<file path="config.mk">
export PLATFORM = sky130hd
export DESIGN_NAME = fir_bist_sequencer
export DESIGN_NICKNAME = d
export VERILOG_FILES = /design/src/rtl/fir_pkg.sv /design/src/rtl/fir_bist_delay.sv /design/src/rtl/fir_bist_sequencer.sv
export SDC_FILE = /design/constraint.sdc
export NUM_CORES = 1
export LEC_CHECK = 0
export CAP_MARGIN = 20
export CORE_MARGIN = 5
export CORE_UTILIZATION = 32
export DETAILED_ROUTE_END_ITERATION = 6
export PLACE_DENSITY_LB_ADDON = 0.1
export SLEW_MARGIN = 40
export SYNTH_ARGS = -nofsm -noshare
export SYNTH_HDL_FRONTEND = slang
export SYNTH_SLANG_ARGS = --single-unit
export TNS_END_PERCENT = 1
</file>
<file path="constraint.sdc">
create_clock -name clk -period 2.52 [get_ports clk]
set_input_delay 0.756 -clock clk [delete_from_list [all_inputs] [get_ports clk]]
set_output_delay 0.756 -clock clk [all_outputs]
set_load 0.02 [all_outputs]
</file>
<file path="src/rtl/fir_pkg.sv">
// Shared definitions for the FIR BIST sequencer.
//   - out_width(): FIR output width from data width, coefficient width and tap count
//   - bist_state_t: sequencer FSM states
//   - stimulus constants and the LFSR seed/tap mask
package fir_pkg;

    typedef enum logic [2:0] {
        StIdle,
        StImpulse,
        StStep,
        StAlt,
        StRand,
        StFlush,
        StDone
    } bist_state_t;

    localparam int IMPULSE_VAL = 1;
    localparam int STEP_VAL    = 10;
    localparam int ALT_VAL     = 5;

    localparam int unsigned RAND_LEN  = 64;
    localparam logic [15:0] LFSR_SEED = 16'hACE1;
    // Fibonacci taps 16,14,13,11 as a mask over state bits [15:0]
    localparam logic [15:0] LFSR_TAPS = 16'hB400;

    function automatic int unsigned out_width(input int unsigned data_w,
                                              input int unsigned coeff_w,
                                              input int unsigned n_taps);
        return data_w + coeff_w + $clog2(n_taps);
    endfunction

endpackage

</file>
<file path="src/rtl/fir_bist_delay.sv">
// Enabled shift register used to align the original FIR output to the retimed one.
// Ports:
//   clk      in   rising-edge clock
//   reset_n  in   asynchronous active-low clear
//   clr      in   synchronous clear of all stages (wins over en)
//   en       in   shift enable
//   din      in   WIDTH  value shifted into stage 0
//   dout     out  WIDTH  tail stage (din delayed by DEPTH enabled shifts)
// DEPTH must be at least 1.
module fir_bist_delay #(
    parameter int unsigned WIDTH = 8,
    parameter int unsigned DEPTH = 3
) (
    input  logic             clk,
    input  logic             reset_n,
    input  logic             clr,
    input  logic             en,
    input  logic [WIDTH-1:0] din,
    output logic [WIDTH-1:0] dout
);

    logic [WIDTH-1:0] stage_q [DEPTH];

    always_ff @(posedge clk or negedge reset_n) begin
        if (!reset_n) begin
            for (int i = 0; i < DEPTH; i++) stage_q[i] <= '0;
        end else if (clr) begin
            for (int i = 0; i < DEPTH; i++) stage_q[i] <= '0;
        end else if (en) begin
            stage_q[0] <= din;
            for (int i = 1; i < DEPTH; i++) stage_q[i] <= stage_q[i-1];
        end
    end

    assign dout = stage_q[DEPTH-1];

endmodule

</file>
<file path="src/rtl/fir_bist_sequencer.sv">
// Stimulus driver and checker for the fir_original / fir_retimed pair.
// Plays impulse, step, alternating, [random], flush samples into both filters, delays the
// original output by LAT_DIFF enabled samples and compares it against the retimed output.
// Optional feature macro: FIR_BIST_LFSR_EN adds a 64-sample LFSR phase between ALT and FLUSH.
// Ports:
//   clk, reset_n   clock, asynchronous active-low reset
//   start          pulse; accepted only in idle or done
//   ena, data_out  registered enable and stimulus sample to both filters
//   orig_in        data_out of fir_original
//   retimed_in     data_out of fir_retimed
//   busy, done     run in progress / run finished (held until next accepted start)
//   pass           done with zero mismatches
//   err_count      saturating mismatch count
//   first_err_idx  sample index of first mismatch, 0xFFFF if none
module fir_bist_sequencer
    import fir_pkg::*;
#(
    parameter int unsigned N_TAPS      = 4,
    parameter int unsigned DATA_WIDTH  = 18,
    parameter int unsigned COEFF_WIDTH = 18,
    parameter int unsigned LAT_DIFF    = 3,
    parameter int unsigned ALT_LEN     = 10,
    parameter int unsigned ERR_W       = 16,
    localparam int unsigned OUT_W      = out_width(DATA_WIDTH, COEFF_WIDTH, N_TAPS)
) (
    input  logic                  clk,
    input  logic                  reset_n,
    input  logic                  start,
    output logic                  ena,
    output logic [DATA_WIDTH-1:0] data_out,
    input  logic [OUT_W-1:0]      orig_in,
    input  logic [OUT_W-1:0]      retimed_in,
    output logic                  busy,
    output logic                  done,
    output logic                  pass,
    output logic [ERR_W-1:0]      err_count,
    output logic [15:0]           first_err_idx
);

    localparam logic [DATA_WIDTH-1:0] IMP_D   = DATA_WIDTH'(IMPULSE_VAL);
    localparam logic [DATA_WIDTH-1:0] STEP_D  = DATA_WIDTH'(STEP_VAL);
    localparam logic [DATA_WIDTH-1:0] ALT_P_D = DATA_WIDTH'(ALT_VAL);
    localparam logic [DATA_WIDTH-1:0] ALT_N_D = DATA_WIDTH'(-ALT_VAL);
    localparam logic [15:0]           WARM_UP = 16'(N_TAPS + LAT_DIFF + 2);

    bist_state_t           state_q, state_d;
    logic [15:0]           cnt_q, cnt_d;
    logic [15:0]           phase_len;
    logic                  phase_last;
    logic                  ena_q, ena_d;
    logic [DATA_WIDTH-1:0] data_q, data_d;
    logic                  busy_q, busy_d;
    logic                  done_q, done_d;
    logic [ERR_W-1:0]      err_q, err_d;
    logic [15:0]           first_q, first_d;
    logic [15:0]           idx_q, idx_d;
    logic                  start_acc;
    logic [OUT_W-1:0]      orig_dly;
    logic                  mismatch;

`ifdef FIR_BIST_LFSR_EN
    logic [15:0] lfsr_q, lfsr_d;
`endif

    always_comb begin
        phase_len = 16'd1;
        case (state_q)
            StImpulse, StStep: phase_len = 16'(N_TAPS + 3);
            StAlt:             phase_len = 16'(ALT_LEN);
            StRand:            phase_len = 16'(RAND_LEN);
            StFlush:           phase_len = 16'(N_TAPS + 5 + LAT_DIFF);
            default:           phase_len = 16'd1;
        endcase
    end

    assign phase_last = (cnt_q == phase_len - 16'd1);

    // Each running state emits one sample per cycle; ena/data are registered from here.
    always_comb begin
        state_d   = state_q;
        cnt_d     = cnt_q;
        ena_d     = 1'b0;
        data_d    = '0;
        start_acc = 1'b0;
        unique case (state_q)
            StIdle, StDone: begin
                if (start) begin
                    start_acc = 1'b1;
                    state_d   = StImpulse;
                    cnt_d     = '0;
                end
            end
            StImpulse: begin
                ena_d   = 1'b1;
                data_d  = (cnt_q == 16'd0) ? IMP_D : '0;
                cnt_d   = phase_last ? 16'd0 : cnt_q + 16'd1;
                state_d = phase_last ? StStep : StImpulse;
            end
            StStep: begin
                ena_d   = 1'b1;
                data_d  = STEP_D;
                cnt_d   = phase_last ? 16'd0 : cnt_q + 16'd1;
                state_d = phase_last ? StAlt : StStep;
            end
            StAlt: begin
                ena_d   = 1'b1;
                data_d  = cnt_q[0] ? ALT_N_D : ALT_P_D;
                cnt_d   = phase_last ? 16'd0 : cnt_q + 16'd1;
`ifdef FIR_BIST_LFSR_EN
                state_d = phase_last ? StRand : StAlt;
`else
                state_d = phase_last ? StFlush : StAlt;
`endif
            end
`ifdef FIR_BIST_LFSR_EN
            StRand: begin
                ena_d   = 1'b1;
                data_d  = DATA_WIDTH'($signed(lfsr_q));
                cnt_d   = phase_last ? 16'd0 : cnt_q + 16'd1;
                state_d = phase_last ? StFlush : StRand;
            end
`endif
            StFlush: begin
                ena_d   = 1'b1;
                cnt_d   = phase_last ? 16'd0 : cnt_q + 16'd1;
                state_d = phase_last ? StDone : StFlush;
            end
            default: state_d = StIdle;
        endcase
        // busy covers the accept cycle through the cycle of the last enabled sample
        busy_d = ((state_d != StIdle) && (state_d != StDone)) || ena_d;
        done_d = (state_q == StDone) && !start_acc;
    end

`ifdef FIR_BIST_LFSR_EN
    always_comb begin
        lfsr_d = lfsr_q;
        if (start_acc) begin
            lfsr_d = LFSR_SEED;
        end else if (state_q == StRand) begin
            lfsr_d = {lfsr_q[14:0], ^(lfsr_q & LFSR_TAPS)};
        end
    end

    always_ff @(posedge clk or negedge reset_n) begin
        if (!reset_n) lfsr_q <= LFSR_SEED;
        else          lfsr_q <= lfsr_d;
    end
`endif

    fir_bist_delay #(
        .WIDTH (OUT_W),
        .DEPTH (LAT_DIFF)
    ) u_delay (
        .clk     (clk),
        .reset_n (reset_n),
        .clr     (start_acc),
        .en      (ena_q),
        .din     (orig_in),
        .dout    (orig_dly)
    );

    // Case inequality so that X/Z on either side is flagged in simulation.
    assign mismatch = (retimed_in !== orig_dly);

    always_comb begin
        err_d   = err_q;
        first_d = first_q;
        idx_d   = idx_q;
        if (start_acc) begin
            err_d   = '0;
            first_d = 16'hFFFF;
            idx_d   = '0;
        end else if (ena_q) begin
            idx_d = idx_q + 16'd1;
            if ((idx_q >= WARM_UP) && mismatch) begin
                if (err_q == '0) first_d = idx_q;
                if (err_q != {ERR_W{1'b1}}) err_d = err_q + 1'b1;
            end
        end
    end

    always_ff @(posedge clk or negedge reset_n) begin
        if (!reset_n) begin
            state_q <= StIdle;
            cnt_q   <= '0;
            ena_q   <= 1'b0;
            data_q  <= '0;
            busy_q  <= 1'b0;
            done_q  <= 1'b0;
            err_q   <= '0;
            first_q <= 16'hFFFF;
            idx_q   <= '0;
        end else begin
            state_q <= state_d;
            cnt_q   <= cnt_d;
            ena_q   <= ena_d;
            data_q  <= data_d;
            busy_q  <= busy_d;
            done_q  <= done_d;
            err_q   <= err_d;
            first_q <= first_d;
            idx_q   <= idx_d;
        end
    end

    assign ena           = ena_q;
    assign data_out      = data_q;
    assign busy          = busy_q;
    assign done          = done_q;
    assign pass          = done_q && (err_q == '0);
    assign err_count     = err_q;
    assign first_err_idx = first_q;

endmodule

</file>
==> impl_results.md <==
- Post-route DRC: 0
- Max-Cap Viols: 0
- Slew HR: about 53%
- Placement Setup Slack: -0.475 ns
- Synth Area per Inst: around 11 um2
- Critical-path maximum fanout: 2
- CP arrival: roughly 1.7 ns
- Clock buffer depth: 2
- Setup CP Type: reg2out
- PD cells: around 1100 nW/um2
- Post-detailed-route count of antenna-violating nets: 0
- Avg WL per Cell: 16.1 um
- CTS Root Buffer Type: clkbuf_16
- # IOs: ~130
- FP Rows: between 60 and 70
- Antenna diodes: 0
- Synthesized instance count: between 800 and 900
- Clock latency at the later pin of the worst-skew pair: about 0.43 ns
- Port Buffer Count: roughly 130
- Endpoint class of the critical path: output port
- CTS H-tree depth: 4
- CP max stage delay: 0.37 ns
- CTS Hold Buffers Added: 0
- PnR worst setup slack: about 0.073 ns
- Initial antenna violation count: 6
- Clock slew at reported path FFs: about 0.08 ns
- RSZ-0062 raised after global routing: true
- Tmin final: 2.45 ns
- Largest net degree at the start of global routing: ~120
- Synth unique cells: 60
- Via density: roughly 4.7
- First-pass iteration count of the detailed router: 4
- Async SR Flop Fraction: 100%
- CP max-delay cell: dfrtp_1
- NumNets Final: 1088
- Die ar.: around 32000 um2
- Worst-margin pin slew: 0.695 ns
- Most used flip-flop cell after synthesis: dfrtp_1
- Fmax: ~400 MHz
- Required @ worst endpoint: 1.76 ns
- Vias in the first global route: about 6600
- Final Hold Fails: 0
- Fill cells: 2676
- VDD IR max: ~0.37 mV
- Gr ovfl total: 0
- Cell Area, Synth: around 9000 um2
- Worst Path Buf+Inv: 2
- GR Util All Layers: between 10% and 20%
- Area grow syn2layout: 30.2%
- Area after DPL: roughly 11000 um2
- Starting Density: 32.5%
- CP Cell Sequence: inv_1, ha_1, nor3b_2, nand4_1, nor2_1, buf_2
- Die width: around 180 um
- Routed via count: 6500
- Initial detailed-routing violation count: ~380
- Outcome: finished clean
- Total CTS buffers: 17
- Post-DP HPWL: approximately 16000 um
- Clk_skew: approximately 0.018 ns
- TritonCTS clock tree: yes
- Share of layout cells above drive strength 1: 13.8%
- Die Y: roughly 180 um
- Pins Over Slew Limit: 0
- Sink Count: ~190
- First-pass GRT wire length: about 36000 um
- Design area: roughly 12000 um2
- Syn_nets: 930
- Period Utilization, post-route: between 90 and 100%
- Final setup viols: 0
- Ys Warns: 0
- Sequential-to-total area share from yosys stat: a little over half
- Register bit count reported by yosys: roughly 190
- Final wirelength: ~22000 um
- Hold WS: 0.256 ns
- Post-Layout Cell Count: between 1000 and 1500
- Post-synth EDFFs: 0
- Core area: about 28000 um2
- Leakage: between 5 and 6 nW
- Gp weighted congestion: ~0.84
- Placed cells: roughly 1400
- Startpoint Class: register
- Min-delay worst type: in2async
- CP top delay family: simple AND/OR/NAND/NOR gates
- TNS Setup: 0 ns
[cells in the mapped netlist (all sizes together) (3+ instances only)]
cell	count	share of area, %
dfrtp	172	48
nor2	154	6.4
mux2i	136	15
nand2	49	2.0
xnor2	40	3.9
clkbuf	31	1.3
buf	28	2.3
nand3	22	1.2
nand4	22	1.5
xor2	17	1.6
a21oi	16	0.97
dfstp	16	4.6
o21ai	16	0.93
inv	14	0.58
and3	13	0.90
nor4	13	1.1
a31oi	12	0.83
or4	9	0.79
ha	7	0.97
nand2b	6	0.42
nor3b	4	0.39
a311oi	3	0.55
a41oi	3	0.29
and2	3	0.21
nor3	3	0.17
o31ai	3	0.40
[cells by family after synthesis]
family          share of synthesized area [%]
mux                                      15.2
compound gates                           5.59
xor+xnor                                 5.52
buf+inv                                  4.15
flops                                    52.2
fa+ha+maj                               0.968
simple gates                             16.4
[routing by layer]
metal / part of all wire, % / vias to the layer above / track usage [%]
met4: 0.77 / 12 / 3.19
met3: 7.2 / 22 / 4.83
li1: - / 3238 / -
met1: 49 / 3100 / 20.7
met5: 0.39 / - / 0
met2: 43 / 128 / 20.9
[worst register-to-register path: stages, from the launching register on]
cell	delay, ns
dfrtp_1	0.42
xor2_1	0.21
buf_4	0.16
o2111ai_1	0.24
a311oi_2	0.17
a21boi_2	0.58
buf_4	0.24
nand2b_1	0.05
a31oi_1	0.16
[where the power goes]
group          internal, W  switching [W]
Sequential         0.00432       0.000939
Clock              0.00134        0.00136
Combinational      0.00268        0.00279
Total              0.00835        0.00509
[final timing paths]
path                                            startpoint                               to  slack [ns]  depth (start not counted)
setup / recovery                  err_count[0]$_DFFE_PN0P_                             pass        0.07                          6
setup reg to reg                      state_q[1]$_DFF_PN0_            cnt_q[11]$_DFFE_PN0P_        0.21                          8
hold / removal                                     reset_n           data_out[16]$_DFF_PN0_        0.26                          1
min in group clk           u_delay.stage_q[93]$_DFFE_PN0P_  u_delay.stage_q[93]$_DFFE_PN0P_        0.52                          2
hold reg to reg            u_delay.stage_q[93]$_DFFE_PN0P_  u_delay.stage_q[93]$_DFFE_PN0P_        0.52                          2
max in group asynchronous                          reset_n     first_err_idx[2]$_DFFE_PN1P_        1.50                          2
[timing repair]
| action | CTS | global route |
|---|---|---|
| setup endpoints to repair | 3 | 22 |
| setup buffers | 1 | 0 |
| pin swaps | 0 | 1 |
| gates resized for setup | 6 | 3 |
[registers in the layout, indices dropped and copies added, names as in the netlist]
| signal | flops |
|---|---|
| err_count | 16 |
| u_delay.stage_q | 76 |
| data_out | 4 |
| done | 1 |
| u_delay.dout | 38 |
| cnt_q | 16 |
| ena | 1 |
| state_q | 3 |
| idx_q | 16 |
| first_err_idx | 16 |
| busy | 1 |
[per-stage QoR]
step	util, %	total power, W
2_1_floorplan	-	0.00881
3_3_place_gp	39.9	0.0108
3_5_place_dp	39.9	0.0108
4_1_cts	42.1	0.0136
5_1_grt	42.3	0.0144
6_report	42.3	0.0134
[area by class of cell]
type                    instances  area (um2)  share of cell area [%]
clock buffers                  17         425                    3.61
repair buffers                198        1950                    16.5
clock inverters                15         166                    1.41
inverters                      14        52.6                   0.446
well taps                     378         473                    4.02
multi-input cells             583        3980                    33.8
flip-flops and latches        188        4730                    40.2
[cells in the final DEF, fill, tap and decap left out, drive strengths merged, types with 9 or more instances in the layout]
master         count
a21oi             16
mux2i            136
nand4             22
clkdlybuf4s50    130
nor4              13
nand3             22
nor2             154
inv               23
a31oi             12
dfstp             16
clkbuf            18
and3              13
xor2              17
or4                9
o21ai             16
xnor2             40
nand2             49
dfrtp            172
buf               67
Power figures use the tool's default switching activity.
==> patch 1: new RTL, config.mk and constraints unchanged <==
Change the parameter `DATA_WIDTH` from 18 to 26.
--- a/src/rtl/fir_bist_sequencer.sv
+++ b/src/rtl/fir_bist_sequencer.sv
@@ -16,7 +16,7 @@
     import fir_pkg::*;
 #(
     parameter int unsigned N_TAPS      = 4,
-    parameter int unsigned DATA_WIDTH  = 18,
+    parameter int unsigned DATA_WIDTH  = 26,
     parameter int unsigned COEFF_WIDTH = 18,
     parameter int unsigned LAT_DIFF    = 3,
     parameter int unsigned ALT_LEN     = 10,
Interface: changed (resized data_out, orig_in and retimed_in); port bits go from 133 to 157. No check against the original RTL was run, so the function may have changed too.
==> patch 1 against the original RTL <==
- the run now ends with negative setup slack left
- via count is 12% higher
- design area is 14% higher
- area after synthesis is 12% higher
- power is 22% higher
- routed wire length is 17% higher
- critical path depth stayed put
- combinational power is 28% higher
- sequential cell count is 24 higher
- count of clock-buffer cells in the layout is 19 higher
- worst setup slack worse by 0.16 ns
- critical path type unchanged
==> patch 1: results (changes against the original RTL) <==
| Metric | Value |
|---|---|
| Status | `finished with violations` |
| Failing checks | `negative setup slack` |
| FF-to-FF setup slack | `0.01 ns (-0.20 ns)` |
| H-tree levels | `1 (-3)` |
| Layout cells sized above 1 | `14.3% (+0.56 points)` |
| R2r worst-path depth | `14 (+6)` |
| Vias in the first global route | `7499 (+14%)` |
| Synth area leaders | `dfrtp_1, mux2i_1, nor2_1, xnor2_1, dfstp_2` |
| Final #Nets | `1220 (+12%)` |
| Max reg flops | `92 (+21%)` |
| Commonest cells in the netlist | `dfrtp_1, nor2_1, mux2i_1, xnor2_1, nand2_1` |
| Resize count post-CTS | `33 (+27)` |
| Cell variety after synth | `58 (-3.3%)` |
| Later-pin clock latency in the skew report | `0.52 ns (+0.09 ns)` |
| First-pass GRT wire length | `42800 µm (+19%)` |
| IO Port Bufs | `156 (+18%)` |
| Routability-driven placement congestion ratio | `0.776 (-7.3%)` |
| Syn nets | `1029 (+11%)` |
| Worst r2r dst | `first_err_idx[3]$_DFFE_PN1P_` |
| Drt initial violations | `356 (-5.3%)` |
| Post-CTS setup buffer count | `21 (+20)` |
| Setup Viol. Count Final | `1 (+1)` |
| Largest net degree at the start of global routing | `72 (-39%)` |
| Pre-antenna DRT Iters | `6 (+2)` |
| Via Count | `7258 (+12%)` |
| Initial antenna violation count | `4 (-2)` |
| CTS max path bufs | `3 (+1)` |
| CP arrival | `1.85 ns (+0.16 ns)` |
| VDD IR max | `533 µV (+43%)` |
| CTS clock-pin slew for the worst setup and hold paths | `0.06 ns (-0.02 ns)` |
| Clock skew | `0.0172 ns (-0.000752 ns)` |
| PnR worst setup slack | `-0.0846 ns (-0.158 ns)` |
| Leak | `6.58 nW (+15%)` |
| Post-Route WL | `26200 µm (+17%)` |
| All-layer global routing usage | `14.7% (+0.38 points)` |
| Slew headroom | `59.0% (+5.6 points)` |
-- patch 1: changes by cell type in the layout (fill, tap and decap cells not counted), moves of 10 or more --
cell           unedited run  this run
dfrtp_1                 170       194
mux2i_1                 136       156
dlygate4sd2_1             0        14
a21oi_1                  14        26
buf_6                     0        12
xnor2_1                  39        50
o31ai_1                   2        12
-- patch 1: metal layers --
metal  GRT usage (%)  up-vias  routed length (µm)
li1                -     3600                   -
met1            20.4     3486               12300
met2            24.0      125               12200
met3            3.22       41                1170
met4            3.22        6                 536
met5               0        -                  32
-- patch 1: metrics by stage --
stage / setup TNS, ns / instances / cell area [µm²] / hold WS, ns / worst slack, ns
2_1_floorplan: 0 / 927 / 10100 / 0.460 / 0.243
3_3_place_gp: -20.05 / 1473 / 12400 / 0.504 / -0.640
3_5_place_dp: -20.62 / 1474 / 12400 / 0.510 / -0.666
4_1_cts: -0.152 / 1539 / 13400 / 0.160 / -0.0891
5_1_grt: -1.59 / 1539 / 13500 / 0.182 / -0.169
6_report: -0.0846 / 1539 / 13500 / 0.173 / -0.0846
-- patch 1: how the worst min path moves through the flow --
stage	endpoint	slack, ns	cells after the start
floorplan	busy$_DFF_PN0_	0.46	0
finish	idx_q[6]$_DFFE_PN0P_	0.17	1
global route	idx_q[6]$_DFFE_PN0P_	0.18	1
global placement	u_delay.stage_q[119]$_DFFE_PN0P_	0.50	2
CTS	data_out[2]$_DFF_PN0_	0.16	1
detailed placement	u_delay.dout[2]$_DFFE_PN0P_	0.51	2
-- patch 1: power breakdown --
group          leakage [nW]  total, W  switching, W  internal [W]
Sequential             2.64   0.00593       0.00105       0.00489
Clock                 0.393   0.00340       0.00141       0.00199
Combinational          3.54   0.00701       0.00348       0.00353
Total                  6.58    0.0163       0.00593        0.0104
-- patch 1: logic make-up (layout without fill, tap and decap cells) --
| logic type | after synthesis | count (layout) | synth area share (%) |
|---|---|---|---|
| muxes | 157 | 157 | 15.6 |
| other | 0 | 1 | 0 |
| AOI/OAI and AO/OA | 87 | 87 | 6.09 |
| xor gates and xnor gates | 62 | 62 | 5.38 |
| DFF | 212 | 212 | 52.7 |
| buffers and inverters | 91 | 300 | 4.53 |
| and+or+nand+nor | 311 | 311 | 14.8 |
| adders and majority gates | 7 | 7 | 0.867 |
-- patch 1: layout make-up --
type	instances	area (µm²)
inverter	17	63.8
clock buffer	36	727
tap	402	503
multi-input combinational	624	4390
clock inverter	9	48.8
sequential	212	5330
timing repair buffer	238	2400
fill	3017	17900
antenna	1	2.50
-- patch 1: critical path, cell delays in order, from the launching register on --
cell and delay [ns]:
dfrtp_1 0.38, inv_2 0.09, ha_4 0.13, nor4b_4 0.19, nand4_1 0.19, nor2_1 0.17, buf_4 0.16
==> patch 2: new RTL, same settings <==
Made on the original files. Register the output `err_count` once more, with the module's reset; this adds one clock of latency there. The other outputs are not delayed to match.
--- a/src/rtl/fir_bist_sequencer.sv
+++ b/src/rtl/fir_bist_sequencer.sv
@@ -209,7 +209,13 @@
     assign busy          = busy_q;
     assign done          = done_q;
     assign pass          = done_q && (err_q == '0);
-    assign err_count     = err_q;
+    always_ff @(posedge clk or negedge reset_n) begin
+        if (!reset_n) begin
+            err_count <= '0;
+        end else begin
+            err_count <= err_q;
+        end
+    end
     assign first_err_idx = first_q;
 
 endmodule
Function: same outputs for any inputs over 10 cycles, from zero or initial values and one cycle with reset_n low; that may be too few to reach the edited logic, so the function may still have changed.
==> patch 2 against the original RTL <==
- the flow now finishes with violations (negative setup slack)
- area after synthesis increased by 4.8%
- sequential cell count is 16 higher
- critical path type is now flip-flop to flip-flop
- design area increased by 8.5%
- global-route usage down 0.20 points
- count of clock-buffer cells in the layout grew 21
- critical endpoint is now cnt_q[12]$_DFFE_PN0P_
- routed wire length increased by 6.5%
- die area increased by 4.5%
- worst setup slack worse by 0.14 ns
- via count rose by 3.8%
Power is not compared: it rests on default switching activity, and its combinational part moved more than twofold at a synthesized area within 25%.
==> patch 2: results (changes against the original RTL) <==
| Metric | Value |
|---|---|
| Compound-Gate Fraction of Synth Area | `4.94% (-0.65 points)` |
| Filler-free cell count of the finished design | `1465 (+5.2%)` |
| Total negative slack | `-0.338 ns (-0.338 ns)` |
| Cell family with most CP delay | `compound AO/OA/AOI/OAI gates` |
| Num CTS Buffers | `24 (+7)` |
| # diodes | `1 (+1)` |
| Drt initial violations | `316 (-16%)` |
| Syn nets | `957 (+2.9%)` |
| Clock Sinks | `204 (+8.5%)` |
| All-layer global routing usage | `14.2% (-0.20 points)` |
| Slew headroom | `42.0% (-11 points)` |
| Setup Viol. Count Final | `8 (+8)` |
| Place WS | `-0.638 ns (-0.163 ns)` |
| Xor-xnor portion of the synthesized cell area | `6.19% (+0.67 points)` |
| CTS clock-pin slew for the worst setup and hold paths | `0.06 ns (-0.02 ns)` |
| Vias in the first global route | `7050 (+7.4%)` |
| Clock buf count | `38 (+21)` |
| Area after DPL | `11700 µm² (+5.5%)` |
| Buffers, non-clock | `223 (+13%)` |
| Avg WL per Cell | `16.3 µm (+1.3%)` |
| Register area | `5130 µm² (+8.5%)` |
| Post-Synth Adder-Cell Area | `1.06% (+0.088 points)` |
| CTS max path bufs | `3 (+1)` |
| First-pass GRT wire length | `38800 µm (+7.5%)` |
| Post-DP HPWL | `16300 µm (+3.0%)` |
| Clock-cell share | `6.11% (+1.1 points)` |
| Inverters excl. clock | `15 (+1)` |
| Non-clock buffering overhead | `16.7% (+0.18 points)` |
| Final #Nets | `1144 (+5.1%)` |
| Layout cells sized above 1 | `16.9% (+3.1 points)` |
| FF-to-FF setup slack | `-0.07 ns (-0.28 ns)` |
| Synth area leaders | `dfrtp_1, mux2i_1, nor2_1, dfstp_2, xnor2_1` |
| Crit path kind | `flip-flop to flip-flop` |
| CP arrival | `2.97 ns (+1.28 ns)` |
| Fin util | `43.5% (+1.2 points)` |
| Worst Path Max Fanout | `6 (+4)` |
| Biggest cell delay along the critical path | `0.42 ns (+0.05 ns)` |
| Multi-input gates | `589 (+1.0%)` |
| Failing checks | `negative setup slack` |
| Cell variety after synth | `55 (-8.3%)` |
| PnR worst setup slack | `-0.0652 ns (-0.138 ns)` |
| Die area | `33200 µm² (+4.5%)` |
| Inst Count DP | `1413 (+4.0%)` |
| Seq/Total Area, Yosys | `54.1% (+1.8 points)` |
| Area of the multi-input gates | `4180 µm² (+5.1%)` |
| Routability-driven placement congestion ratio | `0.765 (-8.6%)` |
| Mux contribution to synthesized area | `14.4% (-0.81 points)` |
| Max stage delay cell, worst path | `o41ai_4` |
| Filler cell count | `2848 (+6.4%)` |
| Setup crit end | `cnt_q[12]$_DFFE_PN0P_` |
| Cell count after synthesis | `870 (+3.1%)` |
| Commonest cells in the netlist | `dfrtp_1, nor2_1, mux2i_1, xnor2_1, nand2_1` |
| Later-pin clock latency in the skew report | `0.51 ns (+0.08 ns)` |
| Clock skew | `0.0168 ns (-0.00118 ns)` |
| H-tree levels | `1 (-3)` |
| Status | `finished with violations` |
==> patch 2: stage by stage <==
step           total power, W  hold slack (ns)
3_3_place_gp          0.00393            0.472
3_5_place_dp          0.00393            0.478
6_report              0.00729            0.225
2_1_floorplan         0.00363            0.394
4_1_cts               0.00742            0.225
5_1_grt               0.00761            0.245
==> patch 2: per-layer routing <==
metal | GRT usage, % | vias to the layer above | routed length, µm
met5 | 0 | - | 0
met3 | 2.29 | 30 | 925
met2 | 22.5 | 104 | 10900
li1 | - | 3365 | -
met1 | 20.5 | 3245 | 11500
met4 | 3.24 | 0 | 434
==> patch 2: power by group <==
part	internal [W]	leakage [nW]	switching, W	total (W)
registers	0.00337	2.41	0.0000624	0.00343
clock network	0.00207	0.380	0.00135	0.00342
logic	0.000240	3.55	0.000197	0.000437
total	0.00568	6.33	0.00161	0.00729
==> patch 2: what timing repair did <==
item,4_1_cts,5_1_grt
pin swaps,11,3
buffers inserted,7,0
resized for setup,37,4
endpoints found under the setup margin,36,26
cloned,1,0
